$ cat config.mk
export PLATFORM = sky130hd
export DESIGN_NAME = dvs_event_dispatcher
export DESIGN_NICKNAME = d
export VERILOG_FILES = /design/src/rtl/dvs_ravens_pkg.sv /design/src/rtl/dvs_event_dispatcher.sv
export SDC_FILE = /design/constraint.sdc
export NUM_CORES = 1
export LEC_CHECK = 0
export ABC_AREA = 0
export CORE_UTILIZATION = 40
export CTS_CLUSTER_SIZE = 16
export DETAILED_ROUTE_END_ITERATION = 8
export PLACE_DENSITY_LB_ADDON = 0.12
export SLEW_MARGIN = 5
export SYNTH_ARGS = -nofsm -noshare
export SYNTH_HDL_FRONTEND = slang
export SYNTH_SLANG_ARGS = --single-unit
$ cat constraint.sdc
create_clock -name clk -period 2.8 [get_ports clk]
set_clock_uncertainty 0.2 [all_clocks]
set_input_delay 0.56 -clock clk [delete_from_list [all_inputs] [get_ports clk]]
set_output_delay 0.56 -clock clk [all_outputs]
set_load 0.005 [all_outputs]
$ cat src/rtl/dvs_ravens_pkg.sv
// Shared definitions for the DVS-to-RAVENS event path: event and packet
// widths, queue depth, the dispatcher FSM state type and chunk helpers.
package dvs_ravens_pkg;

    localparam int unsigned RAVENS_PKT_BITS   = 8;
    localparam int unsigned EVENT_BITS        = 24;
    localparam int unsigned EVENT_QUEUE_DEPTH = 16;

    // An event must split into a whole number of packet chunks.
    localparam bit EVENT_BITS_ALIGNED = ((EVENT_BITS % RAVENS_PKT_BITS) == 0);

    localparam int unsigned N_CHUNKS       = EVENT_BITS / RAVENS_PKT_BITS;
    localparam int unsigned CHUNK_CNT_BITS = (N_CHUNKS > 1) ? $clog2(N_CHUNKS) : 1;

    typedef enum logic [1:0] {
        IDLE    = 2'b00,
        CAPTURE = 2'b01,
        SEND    = 2'b10
    } dispatch_state_e;

    // Most significant chunk of an event word; chunks leave MSB-first.
    function automatic logic [RAVENS_PKT_BITS-1:0] top_chunk(
        input logic [EVENT_BITS-1:0] word
    );
        return word[EVENT_BITS-1 -: RAVENS_PKT_BITS];
    endfunction

endpackage

$ cat src/rtl/dvs_event_dispatcher.sv
// Pops DVS events from the FIFO event queue and streams each one toward
// RAVENS as N_CHUNKS packet chunks, MSB-first, with valid/ready handshaking.
module dvs_event_dispatcher
    import dvs_ravens_pkg::*;
#(
    parameter int unsigned CNT_BITS = 16
) (
    input  logic                       clk,
    input  logic                       rst,
    input  logic                       enable,
    input  logic                       q_empty,
    input  logic                       q_wr_en,
    input  logic [EVENT_BITS-1:0]      q_event,
    output logic                       q_rd_en,
    output logic [RAVENS_PKT_BITS-1:0] pkt_data,
    output logic                       pkt_valid,
    input  logic                       pkt_ready,
    output logic                       pkt_last,
    output logic                       busy,
    output logic [CNT_BITS-1:0]        evt_count
);

    if (!EVENT_BITS_ALIGNED) begin : g_align_check
        $error("EVENT_BITS must be a multiple of RAVENS_PKT_BITS");
    end

    localparam logic [CHUNK_CNT_BITS-1:0] CHUNK_LAST = CHUNK_CNT_BITS'(N_CHUNKS - 1);
    localparam logic [CHUNK_CNT_BITS-1:0] CHUNK_ONE  = CHUNK_CNT_BITS'(1'b1);
    localparam logic [CHUNK_CNT_BITS-1:0] CHUNK_ZERO = CHUNK_CNT_BITS'(1'b0);
    localparam logic [CNT_BITS-1:0]       CNT_MAX    = {CNT_BITS{1'b1}};
    localparam logic [CNT_BITS-1:0]       CNT_ONE    = CNT_BITS'(1'b1);

    dispatch_state_e             state_r;
    dispatch_state_e             state_nxt_s;
    logic [EVENT_BITS-1:0]       shift_r;
    logic [CHUNK_CNT_BITS-1:0]   chunk_cnt_r;
    logic [CNT_BITS-1:0]         evt_count_r;
    logic                        rd_en_s;
    logic                        last_s;
    logic                        xfer_s;

    // Decode of the current chunk position and handshake completion.
    always_comb begin
        last_s = 1'b0;
        xfer_s = 1'b0;
        if (state_r == SEND) begin
            last_s = (chunk_cnt_r == CHUNK_LAST);
            xfer_s = pkt_ready;
        end else begin
            last_s = 1'b0;
            xfer_s = 1'b0;
        end
    end

    // Next-state logic and the pop request; a read only starts from IDLE
    // when the queue has data and is not being written this cycle.
    always_comb begin
        state_nxt_s = state_r;
        rd_en_s     = 1'b0;
        case (state_r)
            IDLE: begin
                if (!rst && enable && !q_empty && !q_wr_en) begin
                    rd_en_s     = 1'b1;
                    state_nxt_s = CAPTURE;
                end else begin
                    rd_en_s     = 1'b0;
                    state_nxt_s = IDLE;
                end
            end
            CAPTURE: begin
                state_nxt_s = SEND;
            end
            SEND: begin
                if (xfer_s && last_s) begin
                    state_nxt_s = IDLE;
                end else begin
                    state_nxt_s = SEND;
                end
            end
            default: begin
                state_nxt_s = IDLE;
            end
        endcase
    end

    // FSM state register; reset abandons any event in flight.
    always_ff @(posedge clk or posedge rst) begin
        if (rst) begin
            state_r <= IDLE;
        end else begin
            state_r <= state_nxt_s;
        end
    end

    // Event shift register and chunk counter: load in CAPTURE, advance one
    // chunk per accepted transfer in SEND.
    always_ff @(posedge clk or posedge rst) begin
        if (rst) begin
            shift_r     <= {EVENT_BITS{1'b0}};
            chunk_cnt_r <= CHUNK_ZERO;
        end else begin
            case (state_r)
                CAPTURE: begin
                    shift_r     <= q_event;
                    chunk_cnt_r <= CHUNK_ZERO;
                end
                SEND: begin
                    if (xfer_s) begin
                        shift_r <= shift_r << RAVENS_PKT_BITS;
                        if (last_s) begin
                            chunk_cnt_r <= CHUNK_ZERO;
                        end else begin
                            chunk_cnt_r <= chunk_cnt_r + CHUNK_ONE;
                        end
                    end else begin
                        shift_r     <= shift_r;
                        chunk_cnt_r <= chunk_cnt_r;
                    end
                end
                default: begin
                    shift_r     <= shift_r;
                    chunk_cnt_r <= chunk_cnt_r;
                end
            endcase
        end
    end

    // Dispatched-event counter; sticks at its maximum instead of wrapping.
    always_ff @(posedge clk or posedge rst) begin
        if (rst) begin
            evt_count_r <= {CNT_BITS{1'b0}};
        end else if (xfer_s && last_s && (evt_count_r != CNT_MAX)) begin
            evt_count_r <= evt_count_r + CNT_ONE;
        end else begin
            evt_count_r <= evt_count_r;
        end
    end

    // Output decode, driven only from the state and datapath registers.
    always_comb begin
        q_rd_en   = rd_en_s;
        pkt_valid = (state_r == SEND);
        pkt_last  = last_s;
        busy      = (state_r != IDLE);
        evt_count = evt_count_r;
        if (state_r == SEND) begin
            pkt_data = top_chunk(shift_r);
        end else begin
            pkt_data = {RAVENS_PKT_BITS{1'b0}};
        end
    end

endmodule

# After elaboration in Yosys (flattened, before gate mapping)
# Index checks and enable logic that the tools add are counted.
# classes
eq_ne	5
add_sub_neg	2
n_reduce_logical	12
muxes	13
# op_table
op	count
24-bit case mux with 2 select lines	1
24-bit two-way mux	1
16-bit by 1-bit adder with 16-bit output (second input constant)	1
16-bit inequality test (second input constant)	1
8-bit two-way mux	1
2-bit two-way mux	3
2-bit case mux with 3 select lines	1
1-bit logical AND	5
1-bit two-way mux	5
2-bit equality test (second input constant)	2
2-bit case mux with 2 select lines	1
2-bit nonzero test	2
1-bit logical NOT	3
2-bit by 1-bit adder with 2-bit output (second input constant)	1
2-bit by 1-bit equality test with 1-bit output (second input constant)	1
2-bit logical NOT	1
2-bit by 1-bit inequality test with 1-bit output (second input constant)	1
2-bit AND reduction	1
# totals
inputBits	30
out_inout_bits	28
register_bits	44
wordCells	36

# Longest topological paths before layout
# logic_depth
ltp_word	6
ltp_mapped	7

# Worst setup path after synthesis
# Ideal clock, no wire load.
# synth_path
path_type	input to output
startpoint	input port rst
endpoint	output port q_rd_en
t_arrival_ns	1.818
stages	2
n_path_buf	0
t_required_ns	2.040
slack_ns	0.222
cell_sequence	inv_1 > and3_1
# synth_between
elab_chain_len	6
# synth_rtl
element	line	source
start: declaration	dvs_event_dispatcher.sv:9	input logic rst,
1-bit logical NOT (no line)	n/a	
1-bit logical AND (3 in series)	dvs_event_dispatcher.sv:62	if (!rst && enable && !q_empty && !q_wr_en) begin
1-bit two-way mux	dvs_event_dispatcher.sv:62	
1-bit two-way mux	dvs_event_dispatcher.sv:60	case (state_r)
end: declaration	dvs_event_dispatcher.sv:14	output logic q_rd_en,
# No other way between the ends.

# Worst setup path after layout
# layout_path
startpoint	register state_r[0]
endpoint	output port q_rd_en
# layout_between
elab_chain_len	2
# layout_rtl
element	line	source
start: declaration	dvs_event_dispatcher.sv:33	dispatch_state_e state_r;
start signal: assignment	dvs_event_dispatcher.sv:91	state_r <= state_nxt_s;
2-bit logical NOT	dvs_event_dispatcher.sv:60	
1-bit two-way mux	dvs_event_dispatcher.sv:60	
# No other way between the ends.

==> reports/metrics.csv <==
stage,metric,value,unit
status,status,finished clean,
sta,hold_violations,0,
min_path,hp-start,shift_r[18],
global_routing,grt_pass1_vias,1615,
clock_network,clock_path_buffers,2,
sta,setup_viol,0,
worst_setup_path,end_kind,output port,
final_layout,fin_nets,304,
drt,dr.pass1.iters,4,
final_layout,nFillCells,472,
logic_synthesis,yosysTopAreaCellShare,50.7,%
logic_synthesis,avgSynthCellArea,10.3,um2
sta,final.period_utilization,94.6,%
logic_synthesis,yosys_most_used_dff,dfrtp_1,
logic_synthesis,ys_ff_latch,44,
logic_synthesis,syn_area,2170,um2
final_layout,syn_to_final_growth,34.5,%
logic_synthesis,synth_warnings,0,
placement,port_buffers,57,
power,leakage,1.36,nW
logic_synthesis,async_flop_share,100,%
sta,fin_hold_ws,0.271,ns
logic_synthesis,synthTopCellsByCount,"dfrtp_1, nand2_1, o21ai_0",
global_routing,antenna_found_initial,0,
die,ioPinCount,58,
worst_setup_path,critical_path_class,register to output port,
worst_setup_path,cp.required,2.04,ns
die,core,5170,um2
clock_network,cts_tree,yes,
final_layout,multi_input_area,991,um2
sta,maxSlewHeadroom,63.1,%
worst_setup_path,crit_fanout,9,
worst_setup_path,worstReg2RegStart,evt_count[0],
die,start_util,41.9,%
global_routing,grt-ovfl-total,0,
logic_synthesis,synthTopCellsByArea,"dfrtp_1, mux2i_1, o21ai_0, nand2_1, and2_1",
sta,period_needed,2.65,ns
sta,tightest_slew,0.554,ns
drt,ant_nets,0,
clock_network,path_clk_slew,0.07,ns
final_layout,drive_above_1_share,9.89,%
drt,wirelength,4420,um
logic_synthesis,yosysUniqueCellTypes,36,
global_routing,grt_max_degree,45,
clock_network,numCtsBuffers,5,
job,maxCapViolCount,0,
worst_setup_path,r2r_slack,0.89,ns
logic_synthesis,synthMostInstantiatedCell,dfrtp_1,
placement,gp_congestion,0.749,
logic_synthesis,syn_inst,211,
worst_setup_path,startpoint_type,register,
clock_network,cts_sinks,44,
drt,routed_via_density,4.85,
power,powerDensity,721,nW/um2
logic_synthesis,synth-edff-count,0,
die,die_h,75.6,um
die,rows,26,
final_layout,antenna_cells,0,
placement,dp_hpwl,3140,um
die,die_w,75.6,um
drt,routedWlPerCell,12.9,um
final_layout,final-seq-area,1100,um2
clock_network,htreeDepth,2,
clock_network,clk_latency,0.29,ns
global_routing,grt_use_total,17.4,%
sta,fmax,0.377,GHz
sta,final_max_slew_viol_count,0,
logic_synthesis,seq_area_frac_synth,50.7,%
drt,route.vias.total,1665,
worst_setup_path,startpoint,state_r[0],
drt,drc_errors,0,
clock_network,cts-root-buf,clkbuf_8,
global_routing,grt_pass1_wl,7380,um
power,irDropWorstVdd,0.313,mV
min_path,hold_class,register to register,
worst_setup_path,crit_arrival,1.89,ns
logic_synthesis,yosys.area.top_type,dfrtp_1,
logic_synthesis,syn_nets,242,
clock_network,cts_hold_buf,0,
sta,fin_tns_setup,0,ns
drt,drtIter0Drc,94,
die,floorplan.die_area,5720,um2
[per-stage QoR]
stage                     utilization, %  area (um2)  setup slack [ns]  instances  total power [mW]
after global routing                56.4        2920         -0.000678        343              2.29
after CTS                           56.1        2900            0.0601        341              2.11
after floorplan                        -        2170             0.222        211              1.40
after global placement              54.3        2810             0.216        334              1.67
after detailed placement            54.3        2810             0.226        334              1.68
final                               56.4        2920             0.151        343              2.11
[worst max-delay path: stages (launching register included)]
cell and delay (ns):
dfrtp_1 0.46, or2_2 0.33, nor3_1 0.13, and3_1 0.19
clkdlybuf4s50_1 0.50
[cells by family after synthesis]
logic type               share of synthesized area [%]
buffers and inverters                             3.58
multiplexers                                      9.05
XOR/XNOR                                          5.25
flip-flops                                        50.7
AND/OR/NAND/NOR                                   25.1
adder cells (fa/ha/maj)                          0.577
AO/OA/AOI/OAI                                     5.71
[layout make-up]
class | instances | share of cell area, %
Clock buffer | 7 | 3.30
Inverter | 5 | 0.643
Multi-Input combinational cell | 153 | 33.9
Sequential cell | 44 | 37.8
Tap cell | 70 | 3.00
Timing Repair Buffer | 64 | 21.3
[layer usage]
layer  part of all wire (%)  up-vias  GRT usage [%]
li1                       -      852              -
met1                     51      761           25.7
met2                     43       45           25.3
met3                    4.3        7           3.31
met4                    1.4        0           6.79
met5                      0        -              0
[path summary, 6_finish.rpt]
| path | endpoint | depth (start not counted) |
|---|---|---|
| max | q_rd_en | 4 |
| max reg2reg | evt_count[1] | 5 |
| max in group asynchronous | state_r[1] | 3 |
| min reg2reg | shift_r[18] | 2 |
| min | shift_r[18] | 2 |
| min in group asynchronous | shift_r[22] | 3 |
[repair_timing]
action,CTS,global route
setup buffers,0,2
gates resized for setup,0,1
setup endpoints to repair,0,1
[cell usage in the layout, fill, tap and decap left out, types with 2 or more instances in the layout]
cell type / Yosys / final
nand2b_1: 2 / 2
and3_1: 4 / 4
and3b_1: 2 / 2
nor2_1: 15 / 15
o21ai_0: 20 / 20
a21oi_1: 2 / 2
and2_1: 10 / 10
nand2_1: 24 / 24
dfrtp_1: 44 / 43
xnor2_1: 6 / 6
mux2i_1: 17 / 17
xor2_1: 7 / 7
and4_1: 4 / 4
nor4_2: 2 / 2
nor3_1: 10 / 10
clkdlybuf4s50_1: 0 / 57
clkbuf_8: 0 / 7
inv_1: 5 / 4
nand4_1: 7 / 7
nand3_1: 6 / 6
buf_4: 3 / 7
nor3_2: 2 / 2
[registers in the layout, summed over array words and instances (netlist names)]
name / count
evt_count: 16
shift_r: 24
chunk_cnt_r: 2
state_r: 2
[where the power goes]
part / internal (mW) / switching [mW]
Combinational: 0.411 / 0.325
Clock: 0.220 / 0.200
Sequential: 0.821 / 0.129
Power figures use the tool's default switching activity.
